===== src/rtl/nios_system_sysid_ext_if.sv =====
// ---------------------------------------------------------------------------
// nios_system_sysid_ext_if
// Avalon-MM slave bus bundle for the extended system-ID block.
//
// Signals:
//   address        master -> slave  ADDR_W  word address
//   read           master -> slave  1       read request (never stalled)
//   write          master -> slave  1       write request (never stalled)
//   writedata      master -> slave  32      write data
//   byteenable     master -> slave  4       byte lanes for writes
//   readdata       slave -> master  32      read data, qualified by readdatavalid
//   readdatavalid  slave -> master  1       one pulse per accepted read
//
// Modports: master (bus initiator), slave (the system-ID block).
// ---------------------------------------------------------------------------
interface nios_system_sysid_ext_if #(
    parameter int ADDR_W = 4
);
    logic [ADDR_W-1:0] address;
    logic              read;
    logic              write;
    logic [31:0]       writedata;
    logic [3:0]        byteenable;
    logic [31:0]       readdata;
    logic              readdatavalid;

    modport master (
        output address, read, write, writedata, byteenable,
        input  readdata, readdatavalid
    );

    modport slave (
        input  address, read, write, writedata, byteenable,
        output readdata, readdatavalid
    );
endinterface


===== src/rtl/nios_system_sysid_ext.sv =====
// ---------------------------------------------------------------------------
// nios_system_sysid_ext
// Avalon-MM system-ID slave: ID, build timestamp, capability word, 64-bit
// uptime counter with a coherent high-word snapshot, a byte-writable scratch
// register and NUM_USER_WORDS user-info words. Reads are answered through a
// READ_LATENCY-deep register pipeline; there is no waitrequest.
//
// Ports:
//   clock      in   1                   rising-edge system clock
//   reset_n    in   1                   asynchronous active-low reset
//   bus        slave modport            Avalon-MM address/read/write/data/valid
//   user_info  in   32*NUM_USER_WORDS   user word k in bits [32k+31:32k]
//
// Word map: 0 ID | 1 TIMESTAMP | 2 CAPS | 3 UPTIME_LO | 4 UPTIME_HI snapshot
//           | 5 SCRATCH | 6..5+N USER[k] | anything else reads 0.
// ---------------------------------------------------------------------------
module nios_system_sysid_ext #(
    parameter logic [31:0] ID_VALUE       = 32'h68F8_0A14,
    parameter logic [31:0] TIMESTAMP      = 32'd0,
    parameter int          NUM_USER_WORDS = 4,
    parameter int          READ_LATENCY   = 1,
    parameter int          ADDR_W         = 4
) (
    input  logic                         clock,
    input  logic                         reset_n,
    nios_system_sysid_ext_if.slave       bus,
    input  logic [32*NUM_USER_WORDS-1:0] user_info
);

    localparam logic [ADDR_W-1:0] WORD_ID        = ADDR_W'(0);
    localparam logic [ADDR_W-1:0] WORD_TIMESTAMP = ADDR_W'(1);
    localparam logic [ADDR_W-1:0] WORD_CAPS      = ADDR_W'(2);
    localparam logic [ADDR_W-1:0] WORD_UPTIME_LO = ADDR_W'(3);
    localparam logic [ADDR_W-1:0] WORD_UPTIME_HI = ADDR_W'(4);
    localparam logic [ADDR_W-1:0] WORD_SCRATCH   = ADDR_W'(5);
    localparam int                USER_BASE      = 6;

    localparam logic [31:0] CAPS_VALUE = {8'h01, 8'(ADDR_W), 8'(NUM_USER_WORDS), 8'(READ_LATENCY)};

    logic [63:0] r_uptime;
    logic [31:0] r_hiSnap;
    logic [31:0] r_scratch;
    logic [31:0] w_readSel;
    logic        w_wrUptime;
    logic        w_wrScratch;
    logic        w_rdUptimeLo;

    logic [READ_LATENCY-1:0] r_pipeValid;
    logic [31:0]             r_pipeData [READ_LATENCY];

    assign w_wrUptime   = bus.write && (bus.address == WORD_UPTIME_LO);
    assign w_wrScratch  = bus.write && (bus.address == WORD_SCRATCH);
    assign w_rdUptimeLo = bus.read  && (bus.address == WORD_UPTIME_LO);

    // Read data is picked from the current register values, so a read that
    // coincides with a write to the same word returns the pre-write contents.
    always_comb begin
        w_readSel = '0;
        case (bus.address)
            WORD_ID:        w_readSel = ID_VALUE;
            WORD_TIMESTAMP: w_readSel = TIMESTAMP;
            WORD_CAPS:      w_readSel = CAPS_VALUE;
            WORD_UPTIME_LO: w_readSel = r_uptime[31:0];
            WORD_UPTIME_HI: w_readSel = r_hiSnap;
            WORD_SCRATCH:   w_readSel = r_scratch;
            default: begin
                for (int k = 0; k < NUM_USER_WORDS; k++) begin
                    if (bus.address == ADDR_W'(USER_BASE + k)) begin
                        w_readSel = user_info[32*k +: 32];
                    end
                end
            end
        endcase
    end

    // Free-running uptime. Reading the low word captures the high word from
    // the same sample so software sees a tear-free 64-bit value when it reads
    // LO then HI. Writing the low word restarts the count from zero but
    // leaves the snapshot alone.
    always_ff @(posedge clock or negedge reset_n) begin
        if (!reset_n) begin
            r_uptime <= '0;
            r_hiSnap <= '0;
        end else begin
            if (w_wrUptime) begin
                r_uptime <= '0;
            end else begin
                r_uptime <= r_uptime + 64'd1;
            end
            if (w_rdUptimeLo) begin
                r_hiSnap <= r_uptime[63:32];
            end
        end
    end

    // Scratch register with per-byte write enables.
    always_ff @(posedge clock or negedge reset_n) begin
        if (!reset_n) begin
            r_scratch <= '0;
        end else if (w_wrScratch) begin
            for (int b = 0; b < 4; b++) begin
                if (bus.byteenable[b]) begin
                    r_scratch[8*b +: 8] <= bus.writedata[8*b +: 8];
                end
            end
        end
    end

    // Read pipeline: a valid bit and a data word per stage. Data stages only
    // load when a valid word moves into them, so readdata holds the last
    // returned value between pulses. Reset empties every stage, which drops
    // any read still in flight.
    always_ff @(posedge clock or negedge reset_n) begin
        if (!reset_n) begin
            r_pipeValid <= '0;
            for (int s = 0; s < READ_LATENCY; s++) begin
                r_pipeData[s] <= '0;
            end
        end else begin
            r_pipeValid[0] <= bus.read;
            if (bus.read) begin
                r_pipeData[0] <= w_readSel;
            end
            for (int s = 1; s < READ_LATENCY; s++) begin
                r_pipeValid[s] <= r_pipeValid[s-1];
                if (r_pipeValid[s-1]) begin
                    r_pipeData[s] <= r_pipeData[s-1];
                end
            end
        end
    end

    assign bus.readdata      = r_pipeData[READ_LATENCY-1];
    assign bus.readdatavalid = r_pipeValid[READ_LATENCY-1];

endmodule

===== src/flat_wrapper.sv =====
// flat-port wrapper written by rule: the top's interface ports become plain ports
module nios_system_sysid_ext_flat 
#(
    parameter logic [31:0] ID_VALUE       = 32'h68F8_0A14,
    parameter logic [31:0] TIMESTAMP      = 32'd0,
    parameter int          NUM_USER_WORDS = 4,
    parameter int          READ_LATENCY   = 1,
    parameter int          ADDR_W         = 4
)
  (clock, reset_n, user_info, bus_address, bus_read, bus_write, bus_writedata, bus_byteenable, bus_readdata, bus_readdatavalid);
  nios_system_sysid_ext_if #(.ADDR_W(ADDR_W)) bus_i ();
  input  logic clock;
  input  logic reset_n;
  input  logic [32*NUM_USER_WORDS-1:0] user_info;
  input wire logic [$bits(bus_i.address)-1:0] bus_address;
  input wire logic [$bits(bus_i.read)-1:0] bus_read;
  input wire logic [$bits(bus_i.write)-1:0] bus_write;
  input wire logic [$bits(bus_i.writedata)-1:0] bus_writedata;
  input wire logic [$bits(bus_i.byteenable)-1:0] bus_byteenable;
  output wire logic [$bits(bus_i.readdata)-1:0] bus_readdata;
  output wire logic [$bits(bus_i.readdatavalid)-1:0] bus_readdatavalid;
  assign bus_i.address = bus_address;
  assign bus_i.read = bus_read;
  assign bus_i.write = bus_write;
  assign bus_i.writedata = bus_writedata;
  assign bus_i.byteenable = bus_byteenable;
  assign bus_readdata = bus_i.readdata;
  assign bus_readdatavalid = bus_i.readdatavalid;
  nios_system_sysid_ext #(.ID_VALUE(ID_VALUE), .TIMESTAMP(TIMESTAMP), .NUM_USER_WORDS(NUM_USER_WORDS), .READ_LATENCY(READ_LATENCY), .ADDR_W(ADDR_W)) u_core (.clock(clock), .reset_n(reset_n), .bus(bus_i), .user_info(user_info));
endmodule

===== config.mk =====
export PLATFORM = sky130hd
export DESIGN_NAME = nios_system_sysid_ext_flat
export DESIGN_NICKNAME = d
export VERILOG_FILES = /design/src/rtl/nios_system_sysid_ext_if.sv /design/src/rtl/nios_system_sysid_ext.sv /design/src/flat_wrapper.sv
export SDC_FILE = /design/constraint.sdc
export NUM_CORES = 1
export LEC_CHECK = 0
export CELL_PAD_IN_SITES_DETAIL_PLACEMENT = 0
export CELL_PAD_IN_SITES_GLOBAL_PLACEMENT = 1
export CORE_UTILIZATION = 41
export DETAILED_ROUTE_END_ITERATION = 16
export PLACE_DENSITY_LB_ADDON = 0.1
export SYNTH_ARGS = -nofsm -noshare
export SYNTH_HDL_FRONTEND = slang
export SYNTH_SLANG_ARGS = --single-unit
export TNS_END_PERCENT = 20

===== constraint.sdc =====
create_clock -name clock -period 4.2 [get_ports clock]
set_input_delay 0.84 -clock clock [delete_from_list [all_inputs] [get_ports clock]]
set_output_delay 0.84 -clock clock [all_outputs]
set_load 0.05 [all_outputs]

Word level (Yosys, flattened, before mapping) --
Cells that the tools add are included.
Word-level totals: bits of input ports 172, register bits 161, word-level logic and storage cells 32, output and inout port bits 33
Cells by class: reduce and logical (&&, ||, !) cells 8, equality and inequality tests 9, add/sub/neg operators 1, muxes and demuxes 6
Operators by type and width (number):
- 32-bit one-hot mux with 6 select lines | 1
- 32-bit 2-to-1 mux | 4
- 64-bit by 1-bit adder with 64-bit output (second input constant) | 1
- 64-bit 2-to-1 mux | 1
- 4-bit by 3-bit == test with 1-bit output (second input constant) | 4
- 4-bit by 2-bit == test with 1-bit output (second input constant) | 2
- 4-bit == test (second input constant) | 2
- 2-bit AND reduction | 4
- 4-bit by 1-bit == test with 1-bit output (second input constant) | 1
- 4-bit logical NOT | 1
- 1-bit logical AND | 3

Longest topological paths before layout --
Gate-level depths: netlist of run 1.
depth in word-level cells 6, gate-level depth with buffers 8, depth with buffers taken out 6

Worst setup path after synthesis of run 1 --
OpenSTA, ideal clock, no wires.
path kind input port to flip-flop, start point input bus_address[0], end point register u_core.r_pipeData, in the netlist u_core.bus.readdata[29], library setup time 67 ps, setup slack 1794 ps, path buffers 2, stages on the path 6, arrival 2340 ps, required time 4133 ps, cell sequence clkbuf_1 -> nor4b_2 -> clkbuf_1 -> a222oi_1 -> a21oi_1 -> mux2_2
On the way: cells in the longest elaborated chain, start to end 6, elaborated cells between the ends (all ways) 15, those cells by class 9 x eq/ne; 5 x mux; 1 x reduce/logical
Ends and longest elaborated chain:
- from (decl) | line flat_wrapper.sv:15 | input wire logic [$bits(bus_i.address)-1:0] bus_address;
- 4-bit by 3-bit == test with 1-bit output | line nios_system_sysid_ext.sv:68 | if (bus.address == ADDR_W'(USER_BASE + k)) begin
- 32-bit 2-to-1 mux (4 in a row) | line nios_system_sysid_ext.sv:68
- 32-bit one-hot mux with 6 select lines * | line nios_system_sysid_ext.sv:59 | case (bus.address)
- to (signal, indexed assignment) | line nios_system_sysid_ext.sv:127 | r_pipeData[s] <= r_pipeData[s-1];
- to (decl) | line nios_system_sysid_ext.sv:49 | logic [31:0] r_pipeData [READ_LATENCY];
Mark *: on every way between the ends. The rest lies on a longest branch, timed or not. A chain may end at the register's enable or synchronous reset.

Worst setup path in the final report of run 1 --
start point input bus_address[1], end point register u_core.r_pipeData, in the netlist u_core.bus.readdata[14]
The elaborated chain is that of the path after synthesis.

==> flow_metrics.py, run 1 <==
metrics = {
    "status": {
        "status": "finished, final reports clean",
    },
    "cts": {
        "path_clk_slew_ns": 0.06,
        "clock_latency_ns": 0.44,
        "postCtsResizedCells": 0,
        "numClockSinks": 161,
        "numCtsBuffers": 17,
        "post_cts_buffers": 0,
        "ctsHoldBuffers": 0,
        "clockRootBuffer": "clkbuf_16",
        "htree_levels": 4,
        "clockBufferDepth": 2,
        "cts_tree": "done",
    },
    "global_routing": {
        "track_usage_pct": 26.7,
        "grt_max_degree": 74,
        "grt_pass1_vias": 7061,
        "antenna_found_initial": 0,
        "grt_overflow": 0,
        "grt_pass1_wl_um": 43100,
    },
    "routing": {
        "drt_wl_total_um": 27700,
        "routedWlPerCell_um": 21.7,
        "drtIter0Drc": 567,
        "drc_errors": 0,
        "dr.pass1.iters": 9,
        "vias": 7372,
        "viasPerCell": 5.77,
        "postRouteAntennaNets": 0,
    },
    "sta": {
        "slew_headroom_pct": 31.7,
        "finalCriticalPeriod_ns": 2.93,
        "setup_viol": 0,
        "worst_slack_ns": 1.27,
        "whs_ns": 0.425,
        "finalHoldViolations": 0,
        "finalSetupTns_ns": 0,
        "slew_violations": 0,
        "rsz0062_at_grt": "no",
        "finalCritPeriodShare_pct": 69.8,
        "max_slew.worst_pin.slew_ns": 1.02,
        "fmax_ghz": 0.341,
        "worst_clock_skew_ns": 0.0111,
    },
    "synth": {
        "syn-num-nets": 986,
        "ys_ff_latch": 161,
        "synth.distinct_cells": 51,
        "yosysWarnings": 0,
        "syn_area_um2": 8420,
        "syn_inst": 813,
        "syn_avg_cell_area_um2": 10.4,
        "ys_seq_area_share_pct": 47.8,
    },
    "power_and_ir_drop": {
        "peakVddDrop_mv": 0.332,
        "powerDensity_nw_per_um2": 432,
        "leakage_uw": 0.00465,
        "power_uw": 4900,
    },
    "final_layout": {
        "multi_input_area_um2": 4160,
        "fin_nets": 1168,
        "num_antenna_cells": 0,
        "area.growth.synth_to_final_pct": 34.8,
        "drive_gt1_share_pct": 14.1,
        "fillCellCount": 1802,
        "register_area_um2": 4030,
        "finalCoreUtilization_pct": 56.3,
    },
    "placed_design": {
        "gp_congestion": 0.847,
        "pre_cts_ws_ns": 0.867,
        "hpwl_um": 20200,
        "port_buffers": 204,
    },
    "hold_path": {
        "hp-class": "in2async",
    },
    "floorplan": {
        "core-area_um2": 20200,
        "rows": 52,
        "die_w_um": 145,
        "ioPinCount": 205,
        "dieHeight_um": 145,
        "die_area_um2": 21100,
        "start_util_pct": 41.8,
    },
    "setup_path": {
        "worstPathRequired_ns": 4.52,
        "reg2reg_slack_ns": 1.64,
        "crit_type": "in2reg",
        "reg2reg_to": "u_core.r_uptime[63]",
        "worstSetupStartpointType": "primary input",
        "timing.rr.start": "u_core.r_uptime[7]",
        "endpoint_kind": "flip-flop",
        "reg2regPathDepth": 5,
        "arrival_ns": 3.25,
        "cp_max_fo": 28,
    },
    "run": {
        "cap_violations": 0,
    },
}
## worst max-delay path by stage
stage                                   end  cells past startpoint  slack [ns]           start
detailed placement  u_core.bus.readdata[14]                      7        0.87  bus_address[1]
floorplan           u_core.bus.readdata[29]                      6        1.79  bus_address[0]
global route        u_core.bus.readdata[19]                      8        1.13  bus_address[3]
finish              u_core.bus.readdata[14]                      7        1.27  bus_address[1]
CTS                 u_core.bus.readdata[14]                      7        1.31  bus_address[1]
global placement    u_core.bus.readdata[14]                      7        0.93  bus_address[1]
## cells in the final DEF, fill, tap and decap left out, types with 5 or more instances in the layout
master and n:
a222oi_1 28, mux2_1 11, buf_4 20, xnor2_1 7, inv_1 5, nand2_1 37, nor2_1 50, o31ai_1 6
or3_1 16, clkbuf_16 17, xor2_1 33, nor2b_1 17, or4_1 5, a22o_1 9, nand2b_1 14, and3_1 11
dfrtp_1 161, and4_1 8, a31o_1 11, nand4_1 24, o21ai_0 43, a21oi_1 85, nand3_1 28, inv_6 6
a221oi_1 32, mux2_2 66, clkdlybuf4s50_1 201
## power by group
| group | switching, uW | internal (uW) | total (uW) |
|---|---|---|---|
| Sequential | 335 | 1880 | 2220 |
| Clock | 680 | 947 | 1630 |
| Combinational | 519 | 539 | 1060 |
## kinds of logic (layout without fill, tap and decap cells)
family          count (synthesis)  after routing  synth area share (%)
xor+xnor                       40             40                  4.16
simple gates                  236            236                  15.8
buf+inv                        67            262                  3.25
mux                            77             77                  10.3
fa+ha+maj                       1              1                 0.148
flops                         161            161                  47.8
compound gates                231            231                  18.6
## final cells by class
| cell class | count | area share (%) |
|---|---|---|
| Timing Repair Buffer | 225 | 19.4 |
| Multi-Input combinational cell | 585 | 36.6 |
| Clock inverter | 13 | 1.52 |
| Inverter | 5 | 0.165 |
| Clock buffer | 19 | 3.81 |
| Sequential cell | 161 | 35.5 |
| Tap cell | 270 | 2.98 |
## state kept, by name, indices dropped and copies added, names as in the netlist
register and count:
u_core.r_scratch 32, u_core.r_uptime 64, u_core.bus.readdatavalid 1, u_core.r_hiSnap 32, u_core.bus.readdata 32
## through the flow
step                      instances  cell area, um2
after global placement         1246           10700
after floorplan                 813            8420
final                          1278           11400
after CTS                      1278           11400
after detailed placement       1246           10700
after global routing           1278           11400
## synthesized netlist by cell type (all sizes together)
cell type | n | share of area [%]
a21o | 1 | 0.089
nor4b | 2 | 0.28
a222oi | 28 | 3.3
a22o | 9 | 0.94
o21ai | 43 | 2.6
a21oi | 87 | 5.2
a311oi | 1 | 0.10
xor2 | 33 | 3.4
nor4 | 3 | 0.40
nor2b | 17 | 1.3
nand2b | 14 | 1.0
and3 | 11 | 0.82
nor3b | 2 | 0.24
nor3 | 10 | 0.91
ha | 1 | 0.15
inv | 5 | 0.22
a31o | 15 | 1.6
nand4 | 25 | 2.0
nand2 | 37 | 1.6
o211a | 4 | 0.48
nand3 | 30 | 1.9
or4 | 6 | 0.58
o31ai | 6 | 0.53
dfrtp | 161 | 48
xnor2 | 7 | 0.73
nor2 | 51 | 2.3
a211oi | 1 | 0.089
mux2 | 77 | 10
a22oi | 4 | 0.36
a221oi | 32 | 3.3
clkbuf | 49 | 2.2
and2 | 3 | 0.22
buf | 13 | 0.83
or3 | 16 | 1.2
and4 | 9 | 0.97
## critical path: stages
cell             delay (ns)
clkdlybuf4s50_1        0.58
inv_1                  0.62
nor3_4                 0.07
buf_4                  0.25
a222oi_1               0.51
nand2_1                0.14
a31o_1                 0.22
## metal layers
| layer | global-route usage [%] | vias up | wire length [um] |
|---|---|---|---|
| met2 | 40.8 | 266 | 12700 |
| li1 | - | 3449 | - |
| met5 | 0 | - | 0 |
| met4 | 6.42 | 0 | 391 |
| met1 | 38.3 | 3631 | 12700 |
| met3 | 6.14 | 26 | 1860 |
Note: power is estimated with default switching activity, not from simulation.
==> run 2, diff against run 1 <==
--- a/config.mk
+++ b/config.mk
@@ -7,7 +7,7 @@
 export LEC_CHECK = 0
 export CELL_PAD_IN_SITES_DETAIL_PLACEMENT = 0
 export CELL_PAD_IN_SITES_GLOBAL_PLACEMENT = 1
-export CORE_UTILIZATION = 41
+export CORE_UTILIZATION = 35
 export DETAILED_ROUTE_END_ITERATION = 16
 export PLACE_DENSITY_LB_ADDON = 0.1
 export SYNTH_ARGS = -nofsm -noshare
==> constraint.sdc (replaced) <==
create_clock -name clock -period 2.5 [get_ports clock]
set_input_delay 0.5 -clock clock [delete_from_list [all_inputs] [get_ports clock]]
set_output_delay 0.5 -clock clock [all_outputs]
set_load 0.05 [all_outputs]
==> run 2 against run 1 <==
Against the previous run: global-route usage shrank 3.1 points; die area is 17% higher; sequential power grew 67%; hold slack worse by 0.41 ns; clock skew up 0.0016 ns; first-iteration DRC count shrank 1.1%; combinational power grew 74%; cell count rose by 6.3%.
==> flow_metrics.py, run 2 (same netlist as run 1, synthesis figures left out) <==
metrics = {
    "status": {
        "status": "finished, final reports clean",
    },
    "final_layout": {
        "finalNonFillerCells": 1358,
        "drive_gt1_share_pct": 16.8,
        "layout_commonest_cell": "clkdlybuf4s50_1",
        "multi_input_area_um2": 4150,
        "register_area_um2": 4030,
        "mostFrequentLayoutCells": "200 x clkdlybuf4s50_1, 161 x dfrtp_1, 85 x a21oi_1, 66 x mux2_2, 50 x nor2_1",
        "regMostFlops": "u_core.r_uptime",
        "area.growth.synth_to_final_pct": 39.3,
        "fillCellCount": 2179,
        "fin_nets": 1198,
        "largest_reg_flops": 64,
    },
    "sta": {
        "finalHoldViolations": 0,
        "worst_slack_ns": 0.202,
        "fmax_ghz": 0.435,
        "finalSetupTns_ns": 0,
        "whs_ns": 0.0185,
        "slew_headroom_pct": 16.3,
        "slew_violations": 0,
        "rsz0062_at_grt": "no",
        "setup_viol": 0,
        "finalCriticalPeriod_ns": 2.30,
        "finalCritPeriodShare_pct": 91.9,
        "worst_clock_skew_ns": 0.0127,
        "max_slew.worst_pin.slew_ns": 1.25,
    },
    "global_routing": {
        "grt_max_degree": 65,
        "track_usage_pct": 23.6,
        "grt_overflow": 0,
        "grt_pass1_wl_um": 43000,
        "antenna_found_initial": 0,
        "grt_pass1_vias": 7032,
    },
    "cts": {
        "path_clk_slew_ns": 0.08,
        "post_cts_buffers": 0,
        "clockRootBuffer": "clkbuf_16",
        "numClockSinks": 161,
        "clock_latency_ns": 0.44,
        "numCtsBuffers": 17,
        "postCtsResizedCells": 0,
        "clockBufferDepth": 2,
        "htree_levels": 4,
        "cts_tree": "done",
        "ctsHoldBuffers": 0,
    },
    "floorplan": {
        "start_util_pct": 35.8,
        "rows": 56,
        "die_w_um": 157,
        "core-area_um2": 23500,
        "die_area_um2": 24700,
        "dieHeight_um": 157,
        "ioPinCount": 205,
    },
    "routing": {
        "viasPerCell": 5.45,
        "drt_wl_total_um": 29200,
        "drtIter0Drc": 561,
        "dr.pass1.iters": 6,
        "vias": 7403,
        "drc_errors": 0,
        "routedWlPerCell_um": 21.5,
        "postRouteAntennaNets": 0,
    },
    "placed_design": {
        "hpwl_um": 21500,
        "pre_cts_ws_ns": -0.228,
        "gp_congestion": 0.812,
        "dp_cells": 1325,
        "port_buffers": 204,
    },
    "power_and_ir_drop": {
        "peakVddDrop_mv": 0.467,
        "powerDensity_nw_per_um2": 699,
        "leakage_uw": 0.00484,
    },
    "setup_path": {
        "reg2regPathDepth": 6,
        "worstSetupStartpointType": "primary input",
        "reg2reg_slack_ns": 0.35,
        "crit_type": "in2reg",
        "timing.rr.start": "u_core.r_uptime[0]",
        "worstPathRequired_ns": 2.88,
        "reg2reg_to": "u_core.r_uptime[58]",
        "cp_max_fo": 28,
        "endpoint": "u_core.bus.readdata[0]",
        "arrival_ns": 2.68,
        "worstSetupStartpoint": "bus_address[3]",
        "endpoint_kind": "flip-flop",
    },
    "hold_path": {
        "hp-class": "in2async",
    },
    "run": {
        "cap_violations": 0,
    },
}
==> run 2: power by group <==
| part | switching (uW) | internal [uW] | leakage [uW] |
|---|---|---|---|
| Sequential | 547 | 3160 | 0.00206 |
| Clock | 1300 | 1370 | 0.000294 |
| Combinational | 894 | 943 | 0.00249 |
| Total | 2740 | 5470 | 0.00484 |
==> run 2: final cells by class <==
type | instances | share of cell area (%)
clock inverter | 15 | 1.56
multi-input combinational | 585 | 35.4
inverter | 5 | 0.160
antenna | 1 | 0.0213
tap | 319 | 3.40
timing repair buffer | 255 | 21.5
clock buffer | 17 | 3.63
sequential | 161 | 34.3
==> run 2: how the worst min path moves through the flow <==
| stage | from | slack, ns | endpoint |
|---|---|---|---|
| 2_1_floorplan | reset_n | 0.20 | u_core.bus.readdata[0] |
| 3_3_place_gp | u_core.r_hiSnap[27] | 0.46 | u_core.r_hiSnap[27] |
| 3_5_place_dp | u_core.r_hiSnap[27] | 0.48 | u_core.r_hiSnap[27] |
| 4_1_cts | reset_n | 0.03 | u_core.bus.readdata[10] |
| 5_1_grt | reset_n | 0.05 | u_core.bus.readdata[29] |
| 6_report | reset_n | 0.02 | u_core.bus.readdata[29] |
==> run 2: layer usage <==
metal  global-route usage [%]  wire length [um]  up-vias
met5                        0                 0        -
met4                     4.99               238        0
met3                     5.67              1800       14
met2                     36.1             13200      218
met1                     33.7             14000     3659
li1                         -                 -     3512
==> run 2: metrics by stage <==
stage	total power [uW]	area (um2)	util [%]
detailed placement	5580	11100	47.3
finish	8210	11700	49.8
CTS	8290	11700	49.8
global placement	5560	11100	47.3
floorplan	4630	8420	-
global route	8600	11700	49.8
==> run 2: critical path, stage by stage <==
cell,delay (ns)
clkdlybuf4s50_1,0.44
nand2b_1,0.21
nor3_4,0.88
a222oi_1,0.30
a21oi_1,0.19
mux2_2,0.15
